==> config.mk <==
export PLATFORM = sky130hd
export DESIGN_NAME = hamming_stream_enc
export DESIGN_NICKNAME = d
export VERILOG_FILES = /design/src/rtl/hamming_pkg.sv /design/src/rtl/hamming74_cw.sv /design/src/rtl/hamming_stream_enc.sv
export SDC_FILE = /design/constraint.sdc
export NUM_CORES = 1
export LEC_CHECK = 0
export CORE_ASPECT_RATIO = 0.6
export CORE_MARGIN = 2
export CORE_UTILIZATION = 25
export CTS_BUF_LIST = sky130_fd_sc_hd__clkbuf_8
export DETAILED_ROUTE_END_ITERATION = 7
export HOLD_SLACK_MARGIN = 0.08
export PLACE_DENSITY = 0.42
export SLEW_MARGIN = 10
export SYNTH_ARGS = -nofsm -noshare
export SYNTH_HDL_FRONTEND = slang
export SYNTH_SLANG_ARGS = --single-unit
==> constraint.sdc <==
create_clock -name clk -period 6.47 [get_ports clk]
set_clock_uncertainty 0.1 [all_clocks]
set_input_delay 0.647 -clock clk [delete_from_list [all_inputs] [get_ports clk]]
set_output_delay 0.647 -clock clk [all_outputs]
set_load 0.01 [all_outputs]
==> src/rtl/hamming_pkg.sv <==
// -----------------------------------------------------------------------------
// hamming_pkg
// Shared constants and helpers for the Hamming(7,4) stream encoder.
//   CW_W              : width of one Hamming(7,4) codeword (7)
//   P2/P1/P0_MASK     : data-bit selections {d3,d2,d1,d0} feeding each parity
//   hamming74_code()  : nibble -> 7-bit codeword {d3,d2,d1,d0,p2,p1,p0}
// -----------------------------------------------------------------------------
package hamming_pkg;

    localparam int CW_W = 7;

    // Masks apply to the nibble ordered {d3,d2,d1,d0}.
    localparam logic [3:0] P2_MASK = 4'b1110;   // d3^d2^d1
    localparam logic [3:0] P1_MASK = 4'b1101;   // d3^d2^d0
    localparam logic [3:0] P0_MASK = 4'b1011;   // d3^d1^d0

    function automatic logic [CW_W-1:0] hamming74_code(input logic [3:0] nib);
        return {nib, ^(nib & P2_MASK), ^(nib & P1_MASK), ^(nib & P0_MASK)};
    endfunction

endpackage

==> src/rtl/hamming74_cw.sv <==
// -----------------------------------------------------------------------------
// hamming74_cw
// Combinational Hamming(7,4) codeword generator for a single nibble.
// Ports:
//   nib_i  in  4  data nibble, bit 3 = d3 (MSB)
//   code_o out 7  codeword {d3,d2,d1,d0,p2,p1,p0}
//   par_o  out 1  even overall parity of code_o (XOR of all 7 bits)
// -----------------------------------------------------------------------------
module hamming74_cw
    import hamming_pkg::*;
(
    input  logic [3:0]      nib_i,
    output logic [CW_W-1:0] code_o,
    output logic            par_o
);

    always_comb begin
        code_o = hamming74_code(nib_i);
        par_o  = ^code_o;
    end

endmodule

==> src/rtl/hamming_stream_enc.sv <==
// -----------------------------------------------------------------------------
// hamming_stream_enc
// Streaming Hamming(7,4) encoder with a DEPTH-entry output FIFO and a counter
// of accepted words. Each 4*NIBBLES-bit input beat is encoded nibble by nibble
// and packed MSB-first (7 bits per nibble) into an 8*NIBBLES-bit word; the low
// NIBBLES bits are pad bits.
//
// Build option: define HAMMING_SECDED_EN to place the overall parity of code i
// in pad bit (NIBBLES-1-i) (extended SECDED codewords). Undefined: pads are 0.
//
// Ports:
//   clk       in   1            clock, rising edge
//   rst       in   1            synchronous active-high reset
//   clr       in   1            synchronous flush of FIFO and counter
//   in_data   in   4*NIBBLES    data beat, nibble 0 in the MSBs
//   in_valid  in   1            in_data valid
//   in_ready  out  1            encoder can accept a beat
//   out_data  out  8*NIBBLES    registered FIFO head
//   out_valid out  1            out_data valid
//   out_ready in   1            downstream accepts out_data
//   level     out  clog2(D)+1   FIFO occupancy
//   word_cnt  out  WCNT_W       words accepted since reset/clr (wraps)
// -----------------------------------------------------------------------------
module hamming_stream_enc
    import hamming_pkg::*;
#(
    parameter int NIBBLES = 2,
    parameter int DEPTH   = 4,
    parameter int WCNT_W  = 16
) (
    input  logic                       clk,
    input  logic                       rst,
    input  logic                       clr,
    input  logic [4*NIBBLES-1:0]       in_data,
    input  logic                       in_valid,
    output logic                       in_ready,
    output logic [8*NIBBLES-1:0]       out_data,
    output logic                       out_valid,
    input  logic                       out_ready,
    output logic [$clog2(DEPTH):0]     level,
    output logic [WCNT_W-1:0]          word_cnt
);

    localparam int IN_W  = 4 * NIBBLES;
    localparam int OUT_W = 8 * NIBBLES;
    localparam int PTR_W = $clog2(DEPTH);
    localparam int LVL_W = PTR_W + 1;

`ifdef HAMMING_SECDED_EN
    localparam logic SECDED_EN = 1'b1;
`else
    localparam logic SECDED_EN = 1'b0;
`endif

    // ---------------------------------------------------------------- encode
    logic [CW_W-1:0] code  [NIBBLES];
    logic            par   [NIBBLES];
    wire  [OUT_W-1:0] enc_word;

    genvar gi;
    generate
        for (gi = 0; gi < NIBBLES; gi++) begin : g_nib
            hamming74_cw u_cw (
                .nib_i  (in_data[IN_W-1-4*gi -: 4]),
                .code_o (code[gi]),
                .par_o  (par[gi])
            );
            assign enc_word[OUT_W-1-CW_W*gi -: CW_W] = code[gi];
            // Pad bits sit below all codewords, in reverse nibble order.
            assign enc_word[NIBBLES-1-gi] = par[gi] & SECDED_EN;
        end
    endgenerate

    // ------------------------------------------------------------------ FIFO
    logic [OUT_W-1:0]  mem_q [DEPTH];
    logic [PTR_W-1:0]  wr_ptr_q, wr_ptr_d;
    logic [PTR_W-1:0]  rd_ptr_q, rd_ptr_d;
    logic [LVL_W-1:0]  level_q, level_d;
    logic [OUT_W-1:0]  head_q, head_d;
    logic [WCNT_W-1:0] cnt_q, cnt_d;
    logic              push, pop;

    // in_ready does not look at out_ready: a full FIFO refuses a beat even
    // if a pop happens in the same cycle.
    assign in_ready  = !rst && (level_q < LVL_W'(DEPTH));
    assign out_valid = (level_q != '0);
    assign push      = in_valid && in_ready && !clr;
    assign pop       = out_valid && out_ready;

    always_comb begin
        wr_ptr_d = wr_ptr_q + PTR_W'(push);
        rd_ptr_d = rd_ptr_q + PTR_W'(pop);
        level_d  = level_q + LVL_W'(push) - LVL_W'(pop);
        cnt_d    = cnt_q + WCNT_W'(push);
        // The head register is preloaded with whatever will be at the read
        // pointer after this edge. If the FIFO drains to empty and the new
        // beat lands in that very slot, the memory is not written yet, so
        // take the freshly encoded word directly.
        if (level_d == '0) begin
            head_d = '0;
        end else if (push && (wr_ptr_q == rd_ptr_d)) begin
            head_d = enc_word;
        end else begin
            head_d = mem_q[rd_ptr_d];
        end
    end

    always_ff @(posedge clk) begin
        if (rst || clr) begin
            wr_ptr_q <= '0;
            rd_ptr_q <= '0;
            level_q  <= '0;
            head_q   <= '0;
            cnt_q    <= '0;
        end else begin
            wr_ptr_q <= wr_ptr_d;
            rd_ptr_q <= rd_ptr_d;
            level_q  <= level_d;
            head_q   <= head_d;
            cnt_q    <= cnt_d;
        end
    end

    // Storage array carries no reset so it can map onto RAM/LUT-RAM.
    always_ff @(posedge clk) begin
        if (push) begin
            mem_q[wr_ptr_q] <= enc_word;
        end
    end

    assign out_data = head_q;
    assign level    = level_q;
    assign word_cnt = cnt_q;

endmodule
==> results.sh, run 1 <==
export IMPL_grt_max_degree=17
export IMPL_grtUsageTotal_pct=10.1
export IMPL_slowest_stage="clkdlybuf4s50_1"
export IMPL_drc=0
export IMPL_post_cts_buffers=0
export IMPL_coreArea_um2=14600
export IMPL_n_fill_cell=1445
export IMPL_tightest_slew_ns=1.03
export IMPL_min_period_ns=3.10
export IMPL_clk_latency_ns=0.35
export IMPL_status="completed"
export IMPL_cap_viol_max_count=0
export IMPL_rsz0062_at_grt="false"
export IMPL_holdBufCountCts=0
export IMPL_min_to="word_cnt[15]"
export IMPL_htree_levels=3
export IMPL_clockBufferDepth=2
export IMPL_clkSlewWorstSetupHoldPaths_ns=0.08
export IMPL_grt_first_pass_wirelength_mm=12.1
export IMPL_ff2ff_path_depth=7
export IMPL_die_area_um2=16100
export IMPL_path_class="in2reg"
export IMPL_layout_commonest_cell="edfxtp_1"
export IMPL_cts_resized=0
export IMPL_synth_top_area_cell="edfxtp_1"
export IMPL_synth_area_um2=3760
export IMPL_viasPerCell=4.10
export IMPL_pin_count=50
export IMPL_placed_cells=488
export IMPL_multi_input_area_um2=1270
export IMPL_die_w_um=162
export IMPL_grt_pass1_vias=2159
export IMPL_vias=2065
export IMPL_syn2layout_area_growth_pct=22.5
export IMPL_rows=34
export IMPL_seqCellArea_um2=2420
export IMPL_drive_above_1_share_pct=15.0
export IMPL_worstHoldPathType="reg2reg"
export IMPL_syn_avg_cell_area_um2=15.1
export IMPL_grt_overflow_total=0
export IMPL_synth_ff_type="edfxtp_1"
export IMPL_cp_data_required_time_ns=6.61
export IMPL_final_hold_violation_count=0
export IMPL_leakage_uw=0.00155
export IMPL_worst_hold_slack_ns=0.412
export IMPL_path_delay_family="adder cells"
export IMPL_fin_setup_tns_ns=0
export IMPL_initial_utilization_pct=25.8
export IMPL_cts_root_buf="clkbuf_8"
export IMPL_max_clock_freq_mhz=322
export IMPL_yosysWarnings=0
export IMPL_dp_hpwl_mm=4.95
export IMPL_r2r_end="out_data[2]"
export IMPL_antenna_found_initial=0
export IMPL_yosys_register_bits=93
export IMPL_crit_path_end_kind="register"
export IMPL_cts_tree="done"
export IMPL_worstSetupStartpointType="primary input"
export IMPL_r2r_start="level[2]"
export IMPL_synth_edff_count=56
export IMPL_first_iter_violations=80
export IMPL_synthArstFlopShare_pct=0
export IMPL_cts_buffers_inserted=9
export IMPL_finalCritPeriodShare_pct=48.0
export IMPL_ys_seq_area_share_pct=64.4
export IMPL_antennaDiodeCount=0
export IMPL_fp_dieH_um=99.0
export IMPL_finalNonFillerCells=504
export IMPL_layout_nets=321
export IMPL_path_buf_inv=3
export IMPL_report_final_slew_viol_count=0
export IMPL_crit_fanout=14
export IMPL_synth_area_leaders="edfxtp_1 45%, dfxtp_1 20%, mux4_2 8.4%, xnor2_1 4.4%, mux2i_1 3.7%"
export IMPL_hold_depth=2
export IMPL_slowest_delay_ns=0.44
export IMPL_wl_per_cell_um=14.8
export IMPL_io_buffers=47
export IMPL_setup_viol=0
export IMPL_finalWirelength_mm=7.45
export IMPL_place_gp_congestion=0.670
export IMPL_arrival_ns=3.24
export IMPL_mostFrequentLayoutCells="56 x edfxtp_1, 47 x clkdlybuf4s50_1, 37 x dfxtp_1"
export IMPL_worstHoldStart="word_cnt[15]"
export IMPL_r2r_slack_ns=3.45
export IMPL_yosysTopAreaCellShare_pct=44.7
export IMPL_postLayoutCoreUtil_pct=31.6
export IMPL_slew_headroom_pct=31.5
export IMPL_vdd_drop_max_mv=0.0819
export IMPL_drt_first_pass_iters=4
export IMPL_clock_sinks=93
export IMPL_antenna_left=0
export IMPL_cp_cell_sequence="clkdlybuf4s50_1 > nor2_1 > nand3b_1 > ha_1 > inv_1 > ha_1 > fa_1 > xor2_1 > xnor2_1 > o31ai_2 > buf_4 > nor2_1"
export IMPL_ys_types=37
export IMPL_synthCells=249
export IMPL_cellPowerDensity_nw_per_um2=233
## layout make-up
cell class	count	share of cell area [%]
Multi-Input combinational cell	143	27.6
Tap cell	198	5.38
Sequential cell	93	52.6
Inverter	5	0.407
Timing Repair Buffer	49	10.5
Clock inverter	6	0.543
Clock buffer	10	2.99
## kinds of logic (layout without fill, tap and decap cells)
family                   count (synthesis)  after routing  synth area share [%]
buffers and inverters                   14             70                  2.30
AO/OA/AOI/OAI                            5              5                 0.931
adder cells (fa/ha/maj)                  7              7                  2.53
flip-flops                              93             93                  64.4
multiplexers                            28             28                  12.1
XOR/XNOR                                28             28                  7.12
other                                    1              2                0.0997
AND/OR/NAND/NOR                         73             73                  10.5
## registers in the layout (all words and copies together), names as in the netlist
name      cells
level         3
mem_q        56
out_data     14
rd_ptr_q      2
word_cnt     16
wr_ptr_q      2
## how the worst max path moves through the flow
| stage | from | endpoint | slack [ns] | cells past startpoint |
|---|---|---|---|---|
| 2_1_floorplan | rst | out_data[10] | 3.48 | 11 |
| 5_1_grt | level[2] | out_data[2] | 3.11 | 7 |
| 4_1_cts | rst | out_data[2] | 3.33 | 12 |
| 3_5_place_dp | rst | out_data[12] | 2.95 | 12 |
| 3_3_place_gp | rst | out_data[14] | 2.98 | 12 |
| 6_report | rst | out_data[2] | 3.37 | 12 |
## Yosys cell counts (2+ instances only)
cell      count
and4_1        2
mux4_2       14
inv_1         4
xnor2_1      19
buf_4         4
nor3_1        4
and2_1        9
or3_1         2
nor2_1       21
nand3_1       7
clkbuf_1      2
mux2i_1      14
nor2_2       10
nand2_1       6
edfxtp_1     56
buf_2         2
dfxtp_1      37
nor4_1        2
xor2_1        7
a21oi_1       2
ha_1          6
nand4_1       4
## routing by layer
metal	up-vias	track usage (%)	share of wire [%]	routed length [um]
li1	1003	-	-	-
met1	1017	14.2	51	3830
met2	39	14.5	43	3210
met3	6	3.49	4.4	326
met4	0	3.54	0.99	74
met5	-	0	0	0
## worst min-delay path, stage by stage (launching register included)
cell	delay (ns)
dfxtp_1	0.33
o31ai_1	0.08
a21oi_1	0.06
## power breakdown
group	switching, uW	internal [uW]
logic	49.0	45.9
registers	3.93	641
clock network	191	144
## through the flow
stage	instance area, um^2	setup WS [ns]	total power [uW]
6_report	4610	3.37	1070
5_1_grt	4610	3.11	1130
4_1_cts	4610	3.33	1100
3_5_place_dp	4440	2.95	756
3_3_place_gp	4440	2.98	756
2_1_floorplan	3760	3.48	719
No activity file was read; power rests on OpenSTA's default activity.
==> run 2, diff against run 1 <==
==> constraint.sdc (replaced) <==
create_clock -name clk -period 3.01 [get_ports clk]
set_clock_uncertainty 0.1 [all_clocks]
set_input_delay 0.301 -clock clk [delete_from_list [all_inputs] [get_ports clk]]
set_output_delay 0.301 -clock clk [all_outputs]
set_load 0.01 [all_outputs]
==> results.sh, run 2 (synthesis gave the netlist of run 1 again) <==
export IMPL_status="completed"
export IMPL_worstSetupStartpointType="register"
export IMPL_clk_latency_ns=0.35
export IMPL_layout_nets=332
export IMPL_largest_register="mem_q"
export IMPL_drc=0
export IMPL_wl_per_cell_um=14.9
export IMPL_slowest_stage="fa_1"
export IMPL_cp_cell_sequence="or3_1 > and2_1 > ha_1 > inv_1 > ha_1 > fa_1 > xor2_1 > xnor2_1 > o31ai_2 > buf_12 > nor2_1"
export IMPL_cts_root_buf="clkbuf_8"
export IMPL_cap_viol_max_count=0
export IMPL_worstHoldStart="word_cnt[15]"
export IMPL_drive_above_1_share_pct=18.0
export IMPL_worstHoldPathType="reg2reg"
export IMPL_min_to="word_cnt[15]"
export IMPL_antennaDiodeCount=0
export IMPL_grt_util_met1_pct=15.0
export IMPL_ff2ff_path_depth=11
export IMPL_clkSlewWorstSetupHoldPaths_ns=0.09
export IMPL_clkPwrFrac_pct=32.9
export IMPL_cp_data_required_time_ns=3.15
export IMPL_place_ws_ns=0.0339
export IMPL_io_buffers=47
export IMPL_cts_buffers_inserted=9
export IMPL_r2r_start="level[0]"
export IMPL_global_route_usage_met3_pct=3.66
export IMPL_slowest_delay_ns=0.37
export IMPL_finalCritPeriodShare_pct=92.7
export IMPL_cts_resized=0
export IMPL_n_fill_cell=1438
export IMPL_die_w_um=162
export IMPL_largest_reg_flops=56
export IMPL_cellPowerDensity_nw_per_um2=507
export IMPL_mostFrequentLayoutCells="56 x edfxtp_1, 47 x clkdlybuf4s50_1, 37 x dfxtp_1"
export IMPL_antenna_found_initial=0
export IMPL_path_buf_inv=2
export IMPL_htree_levels=3
export IMPL_leakage_uw=0.00162
export IMPL_layout_commonest_cell="edfxtp_1"
export IMPL_grt_first_pass_wirelength_mm=12.5
export IMPL_place_gp_congestion=0.684
export IMPL_final_hold_violation_count=0
export IMPL_pin_count=50
export IMPL_finalWirelength_mm=7.65
export IMPL_grt_overflow_total=0
export IMPL_p_int_uw=1860
export IMPL_grt_pass1_vias=2180
export IMPL_switchingPower_uw=530
export IMPL_met2_usage_pct=14.7
export IMPL_swShare_pct=22.2
export IMPL_holdBufCountCts=0
export IMPL_dp_hpwl_mm=5.18
export IMPL_busiest_layer="met1"
export IMPL_postLayoutCoreUtil_pct=32.3
export IMPL_seq_power_share_pct=58.1
export IMPL_grtUsageTotal_pct=10.4
export IMPL_vdd_drop_max_mv=0.187
export IMPL_antenna_left=0
export IMPL_fin_setup_tns_ns=0
export IMPL_first_iter_violations=74
export IMPL_path_delay_family="adder cells"
export IMPL_viasPerCell=4.05
export IMPL_min_period_ns=2.79
export IMPL_max_clock_freq_mhz=358
export IMPL_fp_dieH_um=99.0
export IMPL_grt_max_degree=16
export IMPL_syn2layout_area_growth_pct=25.3
export IMPL_combPwrFrac_pct=9.0
export IMPL_r2r_end="out_data[2]"
export IMPL_r2r_slack_ns=0.22
export IMPL_setup_ws_ns=0.220
export IMPL_rsz0062_at_grt="false"
export IMPL_vias=2086
export IMPL_worst_hold_slack_ns=0.392
export IMPL_rows=34
export IMPL_crit_fanout=14
export IMPL_arrival_ns=2.93
export IMPL_crit_top_cell="ha_1"
export IMPL_drt_first_pass_iters=4
export IMPL_initial_utilization_pct=25.8
export IMPL_path_class="reg2reg"
export IMPL_setup_viol=0
export IMPL_report_final_slew_viol_count=0
export IMPL_clockBufferDepth=2
export IMPL_coreArea_um2=14600
export IMPL_cts_tree="done"
export IMPL_die_area_um2=16100
export IMPL_crit_path_end_kind="register"
export IMPL_hold_depth=2
export IMPL_post_cts_buffers=0
export IMPL_clock_sinks=93
## run 2: changes by cell type in the layout (fill, tap and decap cells not counted)
cell,change
buf_4,+10
inv_1,-2
buf_12,+1
bufinv_16,+1
clkbuf_8,-1
clkinv_1,+1
clkinvlp_4,+1
nor2_1,+1
nor2_2,-1
nor3_2,+1
nor3_4,-1
## run 2: power groups by stage
| stage | Sequential [uW] | Clock, uW | Combinational, uW |
|---|---|---|---|
| after floorplan | 1420 | 0 | 125 |
| after global placement | 1420 | 0 | 221 |
| after detailed placement | 1420 | 0 | 221 |
| after CTS | 1390 | 832 | 223 |
| after global routing | 1390 | 884 | 240 |
| final | 1390 | 786 | 216 |
## run 2: how the worst max path moves through the flow
stage / from / endpoint / cells past startpoint
floorplan: level[2] / out_data[10] / 11
global placement: rst / out_data[2] / 12
detailed placement: rst / out_data[12] / 12
CTS: level[0] / out_data[15] / 11
global route: level[0] / out_data[7] / 11
finish: level[0] / out_data[2] / 11
## run 2: metal layers
layer / up-vias / share of wire, %
li1: 1027 / -
met2: 39 / 42
met4: 0 / 0.60
met3: 4 / 4.7
met5: - / 0
met1: 1016 / 52
## run 2: metrics by stage
step	total power, uW	instance area, um^2	instances
after global placement	1640	4530	499
after CTS	2440	4710	515
after detailed placement	1640	4530	499
after global routing	2510	4710	515
after floorplan	1550	3760	250
final	2390	4710	515
## run 2: worst reg2reg max path: stages, from the launching register on
cell	delay, ns
dfxtp_1	0.33
or3_1	0.36
and2_1	0.19
ha_1	0.27
inv_1	0.04
ha_1	0.18
fa_1	0.37
xor2_1	0.16
xnor2_1	0.15
o31ai_2	0.27
buf_12	0.20
nor2_1	0.07
## run 2: final cells by class
| class | instances | area, um^2 | share of cell area, % |
|---|---|---|---|
| sequential | 93 | 2420 | 51.4 |
| multi-input combinational | 143 | 1260 | 26.8 |
| timing repair buffer | 60 | 581 | 12.3 |
| tap | 198 | 248 | 5.26 |
| clock buffer | 9 | 124 | 2.63 |
| clock inverter | 7 | 58.8 | 1.25 |
| inverter | 5 | 18.8 | 0.398 |
==> RTL change (config.mk and constraints of run 2) <==
`SECDED_EN`: 1'b0 -> 1'b1.
--- a/src/rtl/hamming_stream_enc.sv
+++ b/src/rtl/hamming_stream_enc.sv
@@ -50,5 +50,5 @@
     localparam logic SECDED_EN = 1'b1;
 `else
-    localparam logic SECDED_EN = 1'b0;
+    localparam logic SECDED_EN = 1'b1;
 `endif
 
Formal check against the unedited RTL: not equivalent (Yosys sat finds a counterexample within 4 cycles, from zero or initial values).
==> RTL change against run 2 <==
Die area grew 8.7%. Design area grew 9.7%. Global-route usage grew 0.096 points. Synthesized area grew 9.0%. Sequential cell count grew 10. Worst setup slack lost 41 ps. Power grew 12%. Largest cell class unchanged. Wire length grew 9.5%. Sequential share of layout area grew 0.89 points.
==> RTL change: results (changes against run 2) <==
| Metric | Value |
|---|---|
| IO buf count | `49 (+4.3%)` |
| Delay-heaviest family, CP | `adder cells` |
| Post-synthesis mux area share | `12.7% (+0.59 points)` |
| Clock Latency Late Sink | `370 ps (+20 ps)` |
| Final non-filler cell total | `549 (+6.6%)` |
| HPWL after DPL | `5.70 mm (+10%)` |
| Status | `finished, final reports clean` |
| Pwr dens | `520 mW/mm^2 (+2.5%)` |
| Largest register FFs | `64 (+14%)` |
| GP Congestion | `0.642 (-6.2%)` |
| Adder-Cell Fraction of Synth Area | `2.32% (-0.21 points)` |
| Register area share after synthesis | `65.9% (+1.5 points)` |
| Post-synth cell types | `34 (-8.1%)` |
| Hold Path Class | `reg -> reg` |
| CP peak stage delay | `400 ps (+30 ps)` |
| Worst VDD drop | `0.210 mV (+12%)` |
| Met3 WL post-DR | `368 um (+2.5%)` |
| Synth top area cells | `edfxtp_1, dfxtp_1, mux4_2, xnor2_1, mux2i_1` |
| Switching power | `634 uW (+20%)` |
| Initial drt markers | `118 (+59%)` |
| Inserted Clock Buffers | `9 (unchanged)` |
| Largest net degree at the start of global routing | `19 (+3)` |
| Synth Area in Compound Gates | `0.793% (-0.14 points)` |
| Layout cells sized above 1 | `20.6% (+2.6 points)` |
| Fin nets | `355 (+6.9%)` |
| Grt met2 use | `15.4% (+0.72 points)` |
| Postcts setup bufs | `0 (unchanged)` |
| Most flops, register | `mem_q` |
| Routing usage on met3 | `3.42% (-0.24 points)` |
| Via Count | `2301 (+10%)` |
| Vias in the first global route | `2371 (+8.8%)` |
| First-pass GRT wire length | `13.5 mm (+8.2%)` |
| Dpl cells | `533 (+6.8%)` |
| Met1 WL | `4.41 mm (+9.8%)` |
| CTS H-tree lvls | `3 (unchanged)` |
| Dpl ws | `5.40 ps (-28.5 ps)` |
| Pleak | `0.00176 uW (+8.6%)` |
| Post-Synth XOR/XNOR Area | `6.96% (-0.16 points)` |
| Ant. Diodes | `0 (unchanged)` |
| Top layer in use | `met4` |
| Crit-path max FO | `16 (+2)` |
| Clock slew at reported path FFs | `110 ps (+20 ps)` |
| Synth warnings | `0 (unchanged)` |
| Max-cap violations | `0 (unchanged)` |
| Dpl cell area | `0.00497 mm^2 (+9.6%)` |
| Met1 GRT Util | `14.8% (-0.27 points)` |
| Routed WL per cell | `15.3 um (+2.7%)` |
| Synth cell count leaders | `edfxtp_1, dfxtp_1, xnor2_1` |
| Post-synth EDFFs | `64 (+14%)` |
| Clock share of power | `33.4% (+0.5 points)` |
| Gate power share | `9.2% (+0.2 points)` |
| Routed met2 length | `3.56 mm (+10%)` |
| Worst Path Arrival | `3010 ps (+80 ps)` |
| Total GRT Usage | `10.5% (+0.096 points)` |
| Mapped Cells | `262 (+5.2%)` |
| Crit path max-delay cell type | `or3_1` |
| Net Count, Synth | `282` |
[RTL change: area by class of cell]
class / count / area [um^2]
multi-input combinational: 145 / 1320
inverter: 7 / 26.3
clock buffer: 9 / 124
tap: 209 / 262
fill: 1611 / 11000
timing repair buffer: 69 / 653
sequential: 103 / 2700
clock inverter: 7 / 78.8
[RTL change: worst paths after layout]
check / from / endpoint / slack, ps / cells past startpoint
min reg2reg: word_cnt[6] / word_cnt[6] / 410 / 2
max reg2reg: level[2] / out_data[14] / 180 / 11
min: word_cnt[6] / word_cnt[6] / 410 / 2
max: level[2] / out_data[14] / 180 / 11
[RTL change: cells by family (layout without fill, tap and decap cells)]
| logic type | after synthesis | count (layout) |
|---|---|---|
| xor+xnor | 30 | 30 |
| simple gates | 71 | 71 |
| buf+inv | 14 | 92 |
| flops | 103 | 103 |
| compound gates | 5 | 5 |
| fa+ha+maj | 7 | 7 |
| mux | 32 | 32 |
